[config.mk]
export PLATFORM = sky130hd
export DESIGN_NAME = nat_mem_arbiter_flat
export DESIGN_NICKNAME = d
export VERILOG_FILES = /design/src/rtl/nat_mem_arbiter_pkg.sv /design/src/rtl/nat_mem_arbiter_if.sv /design/src/rtl/nat_mem_arbiter_tag_fifo.sv /design/src/rtl/nat_mem_arbiter.sv /design/src/flat_wrapper.sv
export SDC_FILE = /design/constraint.sdc
export NUM_CORES = 1
export LEC_CHECK = 0
export BUFFER_PORTS_ARGS = -buffer_cell sky130_fd_sc_hd__buf_4
export CORE_AREA = 5 5 573 575
export CTS_CLUSTER_SIZE = 8
export DETAILED_ROUTE_END_ITERATION = 8
export DIE_AREA = 0 0 578 580
export GPL_TIMING_DRIVEN = 0
export PLACE_DENSITY = 0.31
export SETUP_SLACK_MARGIN = 0.4
export SYNTH_ARGS = -nofsm -noshare
export SYNTH_HDL_FRONTEND = slang
export SYNTH_SLANG_ARGS = --single-unit
[constraint.sdc]
create_clock -name aclk_i -period 21.1 [get_ports aclk_i]
set_clock_uncertainty 0.05 [all_clocks]
set_input_delay 4.22 -clock aclk_i [delete_from_list [all_inputs] [get_ports aclk_i]]
set_output_delay 4.22 -clock aclk_i [all_outputs]
set_load 0.02 [all_outputs]
[src/rtl/nat_mem_arbiter_pkg.sv]
// Package nat_arb_pkg: shared sizing, the read-return tag payload and the
// grant-type enum used by the native-port memory arbiter slice.
package nat_arb_pkg;

    localparam int unsigned NCLIENTS  = 2;
    localparam int unsigned ADDR_W    = 32;
    localparam int unsigned NATIVE_DW = 256;
    localparam int unsigned MAX_OUTST = 4;
    localparam int unsigned CID_W     = (NCLIENTS > 1) ? $clog2(NCLIENTS) : 1;
    localparam int unsigned TPTR_W    = (MAX_OUTST > 1) ? $clog2(MAX_OUTST) : 1;

    // Tag remembered per outstanding read so the return can be routed back.
    typedef struct packed {
        logic [CID_W-1:0]  cid;
        logic [ADDR_W-1:0] addr;
    } rd_tag_t;

    typedef enum logic [1:0] {
        G_NONE  = 2'd0,
        G_WRITE = 2'd1,
        G_READ  = 2'd2
    } grant_e;

    // Round-robin successor of a client id.
    function automatic logic [CID_W-1:0] next_cid(input logic [CID_W-1:0] c);
        return (32'(c) == NCLIENTS - 1) ? '0 : c + CID_W'(1);
    endfunction

endpackage

[src/rtl/nat_mem_arbiter_if.sv]
// Native-client and memory-side signal bundle of nat_mem_arbiter.
//  slave  : the arbiter's view
//  master : the environment (clients + backing memory)
interface nat_mem_arbiter_if;
    import nat_arb_pkg::*;

    logic [NCLIENTS-1:0]           cl_wr_valid_i;
    logic [NCLIENTS*ADDR_W-1:0]    cl_wr_addr_i;
    logic [NCLIENTS*NATIVE_DW-1:0] cl_wr_data_i;
    logic [NCLIENTS-1:0]           cl_rd_valid_i;
    logic [NCLIENTS*ADDR_W-1:0]    cl_rd_addr_i;
    logic [NCLIENTS-1:0]           cl_rd_valid_o;
    logic [ADDR_W-1:0]             cl_rd_addr_o;
    logic [NATIVE_DW-1:0]          cl_rd_data_o;
    logic                          mem_req_o;
    logic                          mem_we_o;
    logic [ADDR_W-1:0]             mem_addr_o;
    logic [NATIVE_DW-1:0]          mem_wdata_o;
    logic                          mem_ready_i;
    logic                          mem_rvalid_i;
    logic [NATIVE_DW-1:0]          mem_rdata_i;
    logic                          err_overflow_o;
    logic                          err_spurious_o;

    modport slave (
        input  cl_wr_valid_i, cl_wr_addr_i, cl_wr_data_i, cl_rd_valid_i, cl_rd_addr_i,
        input  mem_ready_i, mem_rvalid_i, mem_rdata_i,
        output cl_rd_valid_o, cl_rd_addr_o, cl_rd_data_o,
        output mem_req_o, mem_we_o, mem_addr_o, mem_wdata_o,
        output err_overflow_o, err_spurious_o
    );

    modport master (
        output cl_wr_valid_i, cl_wr_addr_i, cl_wr_data_i, cl_rd_valid_i, cl_rd_addr_i,
        output mem_ready_i, mem_rvalid_i, mem_rdata_i,
        input  cl_rd_valid_o, cl_rd_addr_o, cl_rd_data_o,
        input  mem_req_o, mem_we_o, mem_addr_o, mem_wdata_o,
        input  err_overflow_o, err_spurious_o
    );

endinterface

[src/rtl/nat_mem_arbiter_tag_fifo.sv]
// nat_tag_fifo: synchronous FIFO of read tags, depth MAX_OUTST.
//  aclk_i/areset_i : clock, async active-high reset
//  push/push_data  : enqueue (accepted when not full, or when popping the same cycle)
//  pop             : dequeue (ignored when empty)
//  pop_data_c      : head entry (combinational)
//  full_c/empty_c  : occupancy flags (combinational)
module nat_tag_fifo
    import nat_arb_pkg::*;
(
    input  logic    aclk_i,
    input  logic    areset_i,
    input  logic    push,
    input  rd_tag_t push_data,
    input  logic    pop,
    output rd_tag_t pop_data_c,
    output logic    full_c,
    output logic    empty_c
);

    localparam int unsigned CNT_W = TPTR_W + 1;

    rd_tag_t           mem_q [MAX_OUTST];
    logic [TPTR_W-1:0] wr_ptr_q;
    logic [TPTR_W-1:0] rd_ptr_q;
    logic [CNT_W-1:0]  cnt_q;
    logic              do_push;
    logic              do_pop;

    assign full_c     = (cnt_q == CNT_W'(MAX_OUTST));
    assign empty_c    = (cnt_q == '0);
    assign do_pop     = pop && !empty_c;
    // A pop in the same cycle frees the head, so a push into a full FIFO is legal then.
    assign do_push    = push && (!full_c || do_pop);
    assign pop_data_c = mem_q[rd_ptr_q];

    // Pointers and occupancy.
    always_ff @(posedge aclk_i or posedge areset_i) begin
        if (areset_i) begin
            wr_ptr_q <= '0;
            rd_ptr_q <= '0;
            cnt_q    <= '0;
        end else begin
            if (do_push) wr_ptr_q <= wr_ptr_q + TPTR_W'(1);
            if (do_pop)  rd_ptr_q <= rd_ptr_q + TPTR_W'(1);
            unique case ({do_push, do_pop})
                2'b10:   cnt_q <= cnt_q + CNT_W'(1);
                2'b01:   cnt_q <= cnt_q - CNT_W'(1);
                default: cnt_q <= cnt_q;
            endcase
        end
    end

    // Storage, qualified by the pointers so it needs no reset.
    always_ff @(posedge aclk_i) begin
        if (do_push) mem_q[wr_ptr_q] <= push_data;
    end

endmodule

[src/rtl/nat_mem_arbiter.sv]
// nat_mem_arbiter: captures per-client native write/read pulses in slots,
// round-robins them onto one in-order memory port and routes read data back.
//  aclk_i   : clock
//  areset_i : async active-high reset
//  bus      : client pulses/returns, memory request/response, sticky errors
module nat_mem_arbiter
    import nat_arb_pkg::*;
(
    input  logic             aclk_i,
    input  logic             areset_i,
    nat_mem_arbiter_if.slave bus
);

    logic [NCLIENTS-1:0]  wr_vld_q;
    logic [NCLIENTS-1:0]  rd_vld_q;
    logic [ADDR_W-1:0]    wr_addr_q [NCLIENTS];
    logic [NATIVE_DW-1:0] wr_data_q [NCLIENTS];
    logic [ADDR_W-1:0]    rd_addr_q [NCLIENTS];

    logic [CID_W-1:0]     rr_ptr_q;
    logic                 lock_vld_q;
    logic [CID_W-1:0]     lock_cid_q;
    grant_e               lock_gnt_q;

    grant_e               gnt_type_c;
    logic [CID_W-1:0]     gnt_cid_c;
    logic                 accept_c;
    logic [NCLIENTS-1:0]  wr_take_c;
    logic [NCLIENTS-1:0]  rd_take_c;
    logic [NCLIENTS-1:0]  wr_load_c;
    logic [NCLIENTS-1:0]  rd_load_c;
    logic                 overflow_c;

    logic                 fifo_full;
    logic                 fifo_empty;
    logic                 fifo_push;
    logic                 fifo_pop;
    rd_tag_t              fifo_head;
    rd_tag_t              fifo_in;

    logic [NCLIENTS-1:0]  ret_vld_q;
    logic [ADDR_W-1:0]    ret_addr_q;
    logic [NATIVE_DW-1:0] ret_data_q;
    logic                 err_ovf_q;
    logic                 err_spur_q;

    // Round-robin grant; a request not yet accepted is replayed from the lock
    // so a newly eligible client can never steal an in-flight request.
    always_comb begin
        logic [CID_W-1:0] cid_v;
        int unsigned      cand;
        gnt_type_c = G_NONE;
        gnt_cid_c  = '0;
        cid_v      = '0;
        cand       = 0;
        if (lock_vld_q) begin
            gnt_type_c = lock_gnt_q;
            gnt_cid_c  = lock_cid_q;
        end else begin
            for (int unsigned i = 0; i < NCLIENTS; i++) begin
                cand = 32'(rr_ptr_q) + i;
                if (cand >= NCLIENTS) cand = cand - NCLIENTS;
                cid_v = CID_W'(cand);
                if (gnt_type_c == G_NONE) begin
                    if (wr_vld_q[cid_v]) begin
                        gnt_type_c = G_WRITE;
                        gnt_cid_c  = cid_v;
                    end else if (rd_vld_q[cid_v] && !fifo_full) begin
                        gnt_type_c = G_READ;
                        gnt_cid_c  = cid_v;
                    end
                end
            end
        end
    end

    assign bus.mem_req_o   = (gnt_type_c != G_NONE);
    assign bus.mem_we_o    = (gnt_type_c == G_WRITE);
    assign bus.mem_addr_o  = (gnt_type_c == G_WRITE) ? wr_addr_q[gnt_cid_c] :
                             (gnt_type_c == G_READ)  ? rd_addr_q[gnt_cid_c] : '0;
    assign bus.mem_wdata_o = (gnt_type_c == G_WRITE) ? wr_data_q[gnt_cid_c] : '0;
    assign accept_c        = bus.mem_req_o && bus.mem_ready_i;

    // Slot release on acceptance, refill decisions and overflow detection.
    always_comb begin
        wr_take_c = '0;
        rd_take_c = '0;
        if (accept_c && gnt_type_c == G_WRITE) wr_take_c[gnt_cid_c] = 1'b1;
        if (accept_c && gnt_type_c == G_READ)  rd_take_c[gnt_cid_c] = 1'b1;
        wr_load_c  = bus.cl_wr_valid_i & (~wr_vld_q | wr_take_c);
        rd_load_c  = bus.cl_rd_valid_i & (~rd_vld_q | rd_take_c);
        overflow_c = |(bus.cl_wr_valid_i & ~wr_load_c) || |(bus.cl_rd_valid_i & ~rd_load_c);
    end

    // Slot occupancy, RR pointer and grant lock.
    always_ff @(posedge aclk_i or posedge areset_i) begin
        if (areset_i) begin
            wr_vld_q   <= '0;
            rd_vld_q   <= '0;
            rr_ptr_q   <= '0;
            lock_vld_q <= 1'b0;
            lock_cid_q <= '0;
            lock_gnt_q <= G_NONE;
        end else begin
            wr_vld_q   <= wr_load_c | (wr_vld_q & ~wr_take_c);
            rd_vld_q   <= rd_load_c | (rd_vld_q & ~rd_take_c);
            if (accept_c) rr_ptr_q <= next_cid(gnt_cid_c);
            lock_vld_q <= bus.mem_req_o && !bus.mem_ready_i;
            lock_cid_q <= gnt_cid_c;
            lock_gnt_q <= gnt_type_c;
        end
    end

    // Slot payloads, only meaningful while the matching valid bit is set.
    always_ff @(posedge aclk_i) begin
        for (int unsigned c = 0; c < NCLIENTS; c++) begin
            if (wr_load_c[c]) begin
                wr_addr_q[c] <= bus.cl_wr_addr_i[c*ADDR_W +: ADDR_W];
                wr_data_q[c] <= bus.cl_wr_data_i[c*NATIVE_DW +: NATIVE_DW];
            end
            if (rd_load_c[c]) rd_addr_q[c] <= bus.cl_rd_addr_i[c*ADDR_W +: ADDR_W];
        end
    end

    assign fifo_push    = accept_c && (gnt_type_c == G_READ);
    assign fifo_pop     = bus.mem_rvalid_i && !fifo_empty;
    assign fifo_in.cid  = gnt_cid_c;
    assign fifo_in.addr = rd_addr_q[gnt_cid_c];

    nat_tag_fifo u_tag_fifo (
        .aclk_i     (aclk_i),
        .areset_i   (areset_i),
        .push       (fifo_push),
        .push_data  (fifo_in),
        .pop        (fifo_pop),
        .pop_data_c (fifo_head),
        .full_c     (fifo_full),
        .empty_c    (fifo_empty)
    );

    // Read-return stage and sticky error flags.
    always_ff @(posedge aclk_i or posedge areset_i) begin
        if (areset_i) begin
            ret_vld_q  <= '0;
            ret_addr_q <= '0;
            ret_data_q <= '0;
            err_ovf_q  <= 1'b0;
            err_spur_q <= 1'b0;
        end else begin
            ret_vld_q  <= '0;
            ret_addr_q <= '0;
            ret_data_q <= '0;
            if (fifo_pop) begin
                ret_vld_q[fifo_head.cid] <= 1'b1;
                ret_addr_q               <= fifo_head.addr;
                ret_data_q               <= bus.mem_rdata_i;
            end
            if (overflow_c)                       err_ovf_q  <= 1'b1;
            if (bus.mem_rvalid_i && fifo_empty)   err_spur_q <= 1'b1;
        end
    end

    assign bus.cl_rd_valid_o  = ret_vld_q;
    assign bus.cl_rd_addr_o   = ret_addr_q;
    assign bus.cl_rd_data_o   = ret_data_q;
    assign bus.err_overflow_o = err_ovf_q;
    assign bus.err_spurious_o = err_spur_q;

endmodule

[src/flat_wrapper.sv]
// flat-port wrapper written by rule: the top's interface ports become plain ports
module nat_mem_arbiter_flat import nat_arb_pkg::*;
  (aclk_i, areset_i, bus_cl_wr_valid_i, bus_cl_wr_addr_i, bus_cl_wr_data_i, bus_cl_rd_valid_i, bus_cl_rd_addr_i, bus_mem_ready_i, bus_mem_rvalid_i, bus_mem_rdata_i, bus_cl_rd_valid_o, bus_cl_rd_addr_o, bus_cl_rd_data_o, bus_mem_req_o, bus_mem_we_o, bus_mem_addr_o, bus_mem_wdata_o, bus_err_overflow_o, bus_err_spurious_o);
  nat_mem_arbiter_if bus_i ();
  input  logic aclk_i;
  input  logic areset_i;
  input wire logic [$bits(bus_i.cl_wr_valid_i)-1:0] bus_cl_wr_valid_i;
  input wire logic [$bits(bus_i.cl_wr_addr_i)-1:0] bus_cl_wr_addr_i;
  input wire logic [$bits(bus_i.cl_wr_data_i)-1:0] bus_cl_wr_data_i;
  input wire logic [$bits(bus_i.cl_rd_valid_i)-1:0] bus_cl_rd_valid_i;
  input wire logic [$bits(bus_i.cl_rd_addr_i)-1:0] bus_cl_rd_addr_i;
  input wire logic [$bits(bus_i.mem_ready_i)-1:0] bus_mem_ready_i;
  input wire logic [$bits(bus_i.mem_rvalid_i)-1:0] bus_mem_rvalid_i;
  input wire logic [$bits(bus_i.mem_rdata_i)-1:0] bus_mem_rdata_i;
  output wire logic [$bits(bus_i.cl_rd_valid_o)-1:0] bus_cl_rd_valid_o;
  output wire logic [$bits(bus_i.cl_rd_addr_o)-1:0] bus_cl_rd_addr_o;
  output wire logic [$bits(bus_i.cl_rd_data_o)-1:0] bus_cl_rd_data_o;
  output wire logic [$bits(bus_i.mem_req_o)-1:0] bus_mem_req_o;
  output wire logic [$bits(bus_i.mem_we_o)-1:0] bus_mem_we_o;
  output wire logic [$bits(bus_i.mem_addr_o)-1:0] bus_mem_addr_o;
  output wire logic [$bits(bus_i.mem_wdata_o)-1:0] bus_mem_wdata_o;
  output wire logic [$bits(bus_i.err_overflow_o)-1:0] bus_err_overflow_o;
  output wire logic [$bits(bus_i.err_spurious_o)-1:0] bus_err_spurious_o;
  assign bus_i.cl_wr_valid_i = bus_cl_wr_valid_i;
  assign bus_i.cl_wr_addr_i = bus_cl_wr_addr_i;
  assign bus_i.cl_wr_data_i = bus_cl_wr_data_i;
  assign bus_i.cl_rd_valid_i = bus_cl_rd_valid_i;
  assign bus_i.cl_rd_addr_i = bus_cl_rd_addr_i;
  assign bus_i.mem_ready_i = bus_mem_ready_i;
  assign bus_i.mem_rvalid_i = bus_mem_rvalid_i;
  assign bus_i.mem_rdata_i = bus_mem_rdata_i;
  assign bus_cl_rd_valid_o = bus_i.cl_rd_valid_o;
  assign bus_cl_rd_addr_o = bus_i.cl_rd_addr_o;
  assign bus_cl_rd_data_o = bus_i.cl_rd_data_o;
  assign bus_mem_req_o = bus_i.mem_req_o;
  assign bus_mem_we_o = bus_i.mem_we_o;
  assign bus_mem_addr_o = bus_i.mem_addr_o;
  assign bus_mem_wdata_o = bus_i.mem_wdata_o;
  assign bus_err_overflow_o = bus_i.err_overflow_o;
  assign bus_err_spurious_o = bus_i.err_spurious_o;
  nat_mem_arbiter u_core (.aclk_i(aclk_i), .areset_i(areset_i), .bus(bus_i));
endmodule
* Yosys cells after proc, flatten, opt, wreduce, memory -nomap -nowiden
Memory sizes are Yosys's and may differ from the RTL's.
Cells that the tools add are included.
** Operators by class
- Multiplexer cells :: 49
- Shift-type cells :: 0
- Multiply operators :: 0
- Divide/modulo/power cells :: 0
- Magnitude comparators :: 8
- Bitwise operators :: 16
- Add/sub/neg operators :: 8
- Equal/unequal tests :: 5
- Reduce and logical (&&, ||, !) cells :: 23
** Operators by type and width (count)
- two-way mux 256 bit :: 2
- two-way mux 32 bit :: 3
- two-way mux 1 bit :: 31
- two-way mux 2 bit :: 10
- AND 2 bit :: 6
- logical AND 1 bit :: 12
- inverter 2 bit :: 6
- less-than comparator 1 x 2 -> 1 bit (second input constant) :: 4
- OR 2 bit :: 4
- case mux 3 bit (2 select lines) :: 1
- adder 2 x 1 -> 2 bit (second input constant) :: 2
- == test 2 x 1 -> 1 bit (second input constant) :: 2
- == test 2 bit (second input constant) :: 2
- nonzero test 2 bit :: 2
- OR reduction 2 bit :: 2
- adder 3 x 1 -> 3 bit (second input constant) :: 1
- == test 3 bit (second input constant) :: 1
- zero test 1 bit :: 3
- zero test 3 bit :: 1
- subtractor 3 x 1 -> 3 bit (second input constant) :: 1
- adder 1 x 1 -> 2 bit (second input constant) :: 1
- demux 1 bit (select 1 bit) :: 2
- >= comparator 1 bit (second input constant) :: 2
- >= comparator 1 x 2 -> 1 bit (second input constant) :: 1
- other kinds (5) :: 7
** Storage, ports and cells
- Input port bits :: 904
- Bits in latches :: 0
- Register bits after elaboration :: 308
- Output and inout port bits :: 582
- Memories kept :: 4
- RAM bits :: 772
- Memory bits (read-only) :: 0
** Memories
- u_core.wr_data_q :: words 2, bits a word 256, read ports 1, clocked after memory_dff 0, write ports 2, line nat_mem_arbiter.sv:17 : logic [NATIVE_DW-1:0] wr_data_q [NCLIENTS];
- u_core.u_tag_fifo.mem_q :: words 4, bits a word 33, read ports 1, clocked after memory_dff 0, write ports 1, line nat_mem_arbiter_tag_fifo.sv:22 : rd_tag_t mem_q [MAX_OUTST];
- u_core.rd_addr_q :: words 2, bits a word 32, read ports 1, clocked after memory_dff 0, write ports 2, line nat_mem_arbiter.sv:18 : logic [ADDR_W-1:0] rd_addr_q [NCLIENTS];
- u_core.wr_addr_q :: words 2, bits a word 32, read ports 1, clocked after memory_dff 0, write ports 2, line nat_mem_arbiter.sv:16 : logic [ADDR_W-1:0] wr_addr_q [NCLIENTS];

* Depth between registers and ports, before layout
- Word-level depth :: 23
- Mapped depth :: 13
- Depth with buffers taken out :: 11

* Hierarchy
Synthesis repeated with hierarchy kept, for this count alone.
** Unflattened totals
- Cell total of the unflattened synthesis :: 2498
- Area total of the unflattened synthesis :: 39019.9 um^2
** By module, submodules not included
- nat_mem_arbiter :: cells an instance 2286, area each 33828.7 um^2, instances 1
- nat_tag_fifo :: cells an instance 212, area each 5191.2 um^2, instances 1

* Worst setup path before layout
Ideal clock, no wire load.
- Path type :: input to register
- From :: in bus_mem_ready_i
- To :: mem u_core.wr_addr_q[0][0] (enable)
- Required time :: 20364 ps
- Setup slack :: 9169 ps
- Stages on the path :: 3
- Arrival time :: 11196 ps
- Library setup time :: 686 ps
- Path buffers :: 0
- Path through :: inv_1 -> o31ai_1 -> and2_1
** RTL lines
- start: declaration :: line flat_wrapper.sv:12 : input wire logic [$bits(bus_i.mem_ready_i)-1:0] bus_mem_ready_i;
- end: declaration :: line nat_mem_arbiter.sv:16

* Final worst setup path
- From :: reg u_core.u_tag_fifo.cnt_q[1]
- To :: out bus_mem_wdata_o[111]
** On the way
- Word-level cells in the longest chain between the ends :: 12
** RTL lines
- start: declaration :: line nat_mem_arbiter_tag_fifo.sv:25 : logic [CNT_W-1:0] cnt_q;
- start signal: assignment :: line nat_mem_arbiter_tag_fifo.sv:46 : 2'b10: cnt_q <= cnt_q + CNT_W'(1);
- start signal: assignment :: line nat_mem_arbiter_tag_fifo.sv:47 : 2'b01: cnt_q <= cnt_q - CNT_W'(1);
- start signal: assignment :: line nat_mem_arbiter_tag_fifo.sv:48 : default: cnt_q <= cnt_q;
- == test 3 bit (*) :: line nat_mem_arbiter_tag_fifo.sv:29 : assign full_c = (cnt_q == CNT_W'(MAX_OUTST));
- zero test 1 bit (*) :: line nat_mem_arbiter.sv:68 : end else if (rd_vld_q[cid_v] && !fifo_full) begin
- logical AND 1 bit :: line nat_mem_arbiter.sv:68
- two-way mux 2 bit :: line nat_mem_arbiter.sv:68
- two-way mux 2 bit :: line nat_mem_arbiter.sv:65 : if (wr_vld_q[cid_v]) begin
- two-way mux 2 bit :: line nat_mem_arbiter.sv:56 : if (lock_vld_q) begin
- two-way mux 2 bit :: line nat_mem_arbiter.sv:68
- two-way mux 2 bit :: line nat_mem_arbiter.sv:65
- two-way mux 2 bit :: line nat_mem_arbiter.sv:64 : if (gnt_type_c == G_NONE) begin
- two-way mux 2 bit :: line nat_mem_arbiter.sv:56
- == test 2 x 1 -> 1 bit :: line nat_mem_arbiter.sv:81 : assign bus.mem_wdata_o = (gnt_type_c == G_WRITE) ? wr_data_q[gnt_cid_c] : '0;
- two-way mux 256 bit (*) :: line nat_mem_arbiter.sv:81
- end: declaration :: line flat_wrapper.sv:21 : output wire logic [$bits(bus_i.mem_wdata_o)-1:0] bus_mem_wdata_o;
Every way passes the cells marked *; elsewhere a longest branch is shown, timed or not. The select of a mux whose other input is x is not followed.

==> run summary <==
The run finished with clean final reports. The logs give 4.69 ns for the worst endpoint data arrival time and 0 for the number of nets with antenna violations after detailed routing. In the global route stage, met2 resource usage came out at 25.25%.

The post-CTS repair timing setup buffer count is 0, and the share of cells above drive strength 1 is 41.95%. The global routing usage on met3 was 6.251%; the area of the multi-input gates was 0.007203 mm². The post-cts gate resize count was 0; the site row count was 209. CTS sink count: 1080. The CTS buffer count was 165; the count of mapped cells out of synthesis was 2528. The run gives 79.50% as the sequential-to-total area share from yosys stat. The H-tree generated during clock tree synthesis spans 4 levels. The biggest fanout along the worst timing path came out at 11. The highest clock rate is 111.6 MHz.

The tools report the source of the worst register-to-register timing path as u_core.u_tag_fifo.cnt_q[1]. In this run the horizontal extent of the chip is 578 µm. For this run, the leading register cell type out of synthesis is edfxtp_1. Before antenna repair, the detailed router went through 5 iterations. At the end of the flow, the number of nets in the layout was 5116.

The critical path is of the reg -> out type. Maximum buffer depth of the clock tree: 4. Worst endpoint required time: 16.83 ns. The minimum period implied by the final worst setup slack is 8.961 ns. The worst hold path begins at u_core.bus.err_spurious_o.

Counting tap cells, the placed design contains a total of 8364 instances. The tools report the worst hold margin as 0.4042 ns. The vias after detailed routing is 27489, and the share of synthesized flip-flops with an asynchronous set or reset is 28.52%.

Setup repair after global routing left no endpoint under its margin. The maximum single-stage delay on the critical path was 0.76 ns; the detailed-route vias per instance was 3.178. The met1 track demand over resource in global routing was 15.06%; the HPWL after detailed placement was 203700 µm.

The largest individual stage delay along the critical path comes from the cell a21oi_1. The most common cell in the synthesized netlist is edfxtp_1. The wire length per cell was 28.39 µm.

Entering global routing, the biggest net connects 105 pins. The worst pin sits at a relative slew slack of 14.64%. During I/O placement, the number of pins put on the boundary was 1486.

Synthesis produced a netlist with a net count of 3438. The region available for standard cell placement spans 0.3227 mm². The filler cell count is 35370. Walking the worst path, the cells encountered are nor3b_1 > o21ai_0 > a21oi_1 > buf_4 > buf_2 > clkbuf_1 > nand2_1 > a21oi_1 > buf_4. Remaining global-route overflow: 0. Leakage power: 24.63 nW.

After detailed routing, the number of remaining DRC violations is 0. For the pin with the worst max-slew slack, the measured transition is 1.280 ns. After global routing, the most crowded layer is met2. Global routing used 14.05% of the available tracks across all layers. During synthesis, Yosys emitted a total of 0 warnings. The clock latency on the worst-skew pair was 0.84 ns. Across the VDD grid, the largest voltage drop is 0.00007215 V.

The tools report the number of buffers inserted for hold repair after clock tree synthesis as 0. The run gives 0 as the total setup violations reported at the end of the flow. The areal power density over the cells is 156.9 mW/mm².

After synthesis the netlist holds a flip-flop and latch count of 1080. Port buffering added 1485 buffers. Across the whole layout, storage elements account for 0.03089 mm². The clock edge transition at the registers on the reported setup and hold paths came out at 0.05 ns.

The tools report the critical path launch point type as a register. The run gives 46 as the distinct cell type count of the synthesized netlist. Relative to the synthesized area, the layout overhead comes to 57.01%. The commonest cells after synthesis are edfxtp_1 (772), nand2_1 (518), dfrtp_1 (308). For the initial DRC count, the log shows 1463. The number of global-route vias before repair is 29905. The type of destination of the critical path is an output pin. The run gives 0.03885 mm² as the mapped cell area. Wire length of the first global-routing pass: 313400 µm. The number of antenna violations at the first check in global routing is 81.

The worst hold path belongs to the class reg -> reg. Sorting the synthesized cells by area gives the leading types as edfxtp_1 (60%), dfrtp_1 (20%), nand2_1 (5.0%). Leaving out filler cells and counting taps, the final layout contains 8650. The setup TNS came out at 0 ns. The tools report the effective utilization at floorplan as 12.04%. For the final-report max-slew violation count, the log shows 0. Counting flops with a built-in enable in the synthesized netlist gives 772. Summed over its instances, the top area cell type makes up 59.67% of the synthesized netlist area. Across the run, the number of max-cap violations was 0. Average size of a mapped cell: 15.37 µm². The height of the chip was 580 µm.

TritonCTS built the clock tree. The most critical setup path has its startpoint at u_core.u_tag_fifo.cnt_q[1]. For this block, the routed nets add up to 245600 µm of wire. The cell taking the most area after synthesis is edfxtp_1. The floorplan step defined a die boundary enclosing 0.3352 mm². The hold violation count in the final report is 0, and the part of the cycle the worst path needs is 42.47%.

The run gives 0.8629 as the weighted congestion reported at the end of routability-driven placement. Clock tree synthesis selected as its root buffer the cell clkbuf_16.
==> final cells by class <==
class | instances | share of cell area (%)
Inverter | 44 | 0.2851
Antenna cell | 27 | 0.1108
Tap cell | 4325 | 8.871
Timing Repair Buffer | 1511 | 19.25
Clock buffer | 236 | 7.406
Multi-Input combinational cell | 1263 | 11.81
Buffer | 141 | 1.042
Sequential cell | 1080 | 50.63
Clock inverter | 23 | 0.5886
==> metal layers <==
layer | routed length, µm | share of wire, % | vias up
met2 | 125400 | 51 | 1279
met4 | 5095 | 2.1 | 58
met5 | 364 | 0.15 | -
li1 | - | - | 12299
met3 | 25520 | 10 | 320
met1 | 89250 | 36 | 13533
==> flip-flops by register name (all words and copies together), names as in the netlist <==
| signal | flops |
|---|---|
| u_core.u_tag_fifo.wr_ptr_q | 2 |
| u_core.u_tag_fifo.mem_q | 132 |
| u_core.u_tag_fifo.cnt_q | 3 |
| u_core.wr_addr_q | 64 |
| u_core.rr_ptr_q | 1 |
| u_core.bus.cl_rd_addr_o | 32 |
| u_core.bus.cl_rd_data_o | 256 |
| u_core.lock_cid_q | 1 |
| u_core.wr_vld_q | 2 |
| u_core.bus.err_overflow_o | 1 |
| u_core.rd_vld_q | 2 |
| u_core.bus.cl_rd_valid_o | 2 |
| u_core.u_tag_fifo.rd_ptr_q | 2 |
| u_core.lock_gnt_q | 2 |
| u_core.lock_vld_q | 1 |
| u_core.rd_addr_q | 64 |
| u_core.wr_data_q | 512 |
| u_core.bus.err_spurious_o | 1 |
==> power by group <==
group	switching (mW)	total, mW	internal, mW	leakage [nW]
registers	0.130	2.87	2.74	11.1
clock network	1.06	2.57	1.52	2.35
logic	2.88	4.13	1.25	11.2
==> worst paths after layout <==
check	to	slack, ns	cells past startpoint
max reg2reg	u_core.wr_data_q[0][63]	16.33	10
min in group asynchronous	u_core.bus.cl_rd_data_o[184]	3.32	2
min reg2reg	u_core.bus.err_spurious_o	0.40	1
min	u_core.bus.err_spurious_o	0.40	1
max	bus_mem_wdata_o[111]	12.14	9
max in group asynchronous	u_core.bus.err_overflow_o	16.16	4
==> kinds of logic after synthesis <==
| family | synth area share, % |
|---|---|
| XOR/XNOR | 0.1353 |
| adder cells (fa/ha/maj) | 0.2125 |
| AO/OA/AOI/OAI | 4.270 |
| flip-flops | 79.50 |
| buffers and inverters | 2.061 |
| AND/OR/NAND/NOR | 10.12 |
| multiplexers | 3.700 |
==> layout by cell type (no fill, tap or decap), drive strengths merged, types with 2 or more instances in the layout <==
cell / netlist / routed
nor2b: 3 / 3
diode: 0 / 27
bufinv: 0 / 3
buf: 55 / 1566
clkbuf: 86 / 322
nand2: 518 / 518
mux2: 3 / 3
mux2i: 66 / 66
mux4: 33 / 33
and2: 297 / 297
ha: 5 / 5
o22ai: 32 / 32
xor2: 2 / 2
a21o: 3 / 3
edfxtp: 772 / 772
nor2: 8 / 8
dfrtp: 308 / 308
a21oi: 259 / 259
nand2b: 4 / 4
inv: 43 / 47
nor3: 3 / 3
xnor2: 4 / 4
o21ai: 5 / 5
clkinv: 1 / 17
o31ai: 2 / 2
==> critical path: cells and delay by family, from the launching register on <==
kind / cells / cell delay (ns)
AOI/OAI and AO/OA: 3 / 1.14
DFF: 1 / 0.42
buffers and inverters: 4 / 1.60
and+or+nand+nor: 2 / 0.71
==> metrics by stage <==
step	total power [mW]	setup slack [ns]	util, %	instance area, µm²
after floorplan	4.734	8.314	-	38850
after global placement	7.383	2.101	17.17	55410
after detailed placement	7.264	12.69	17.37	56060
after CTS	9.927	11.74	18.88	60940
after global routing	10.10	11.61	18.89	60950
final	9.574	12.14	18.90	61000
Note: power is estimated with default switching activity, not from simulation.
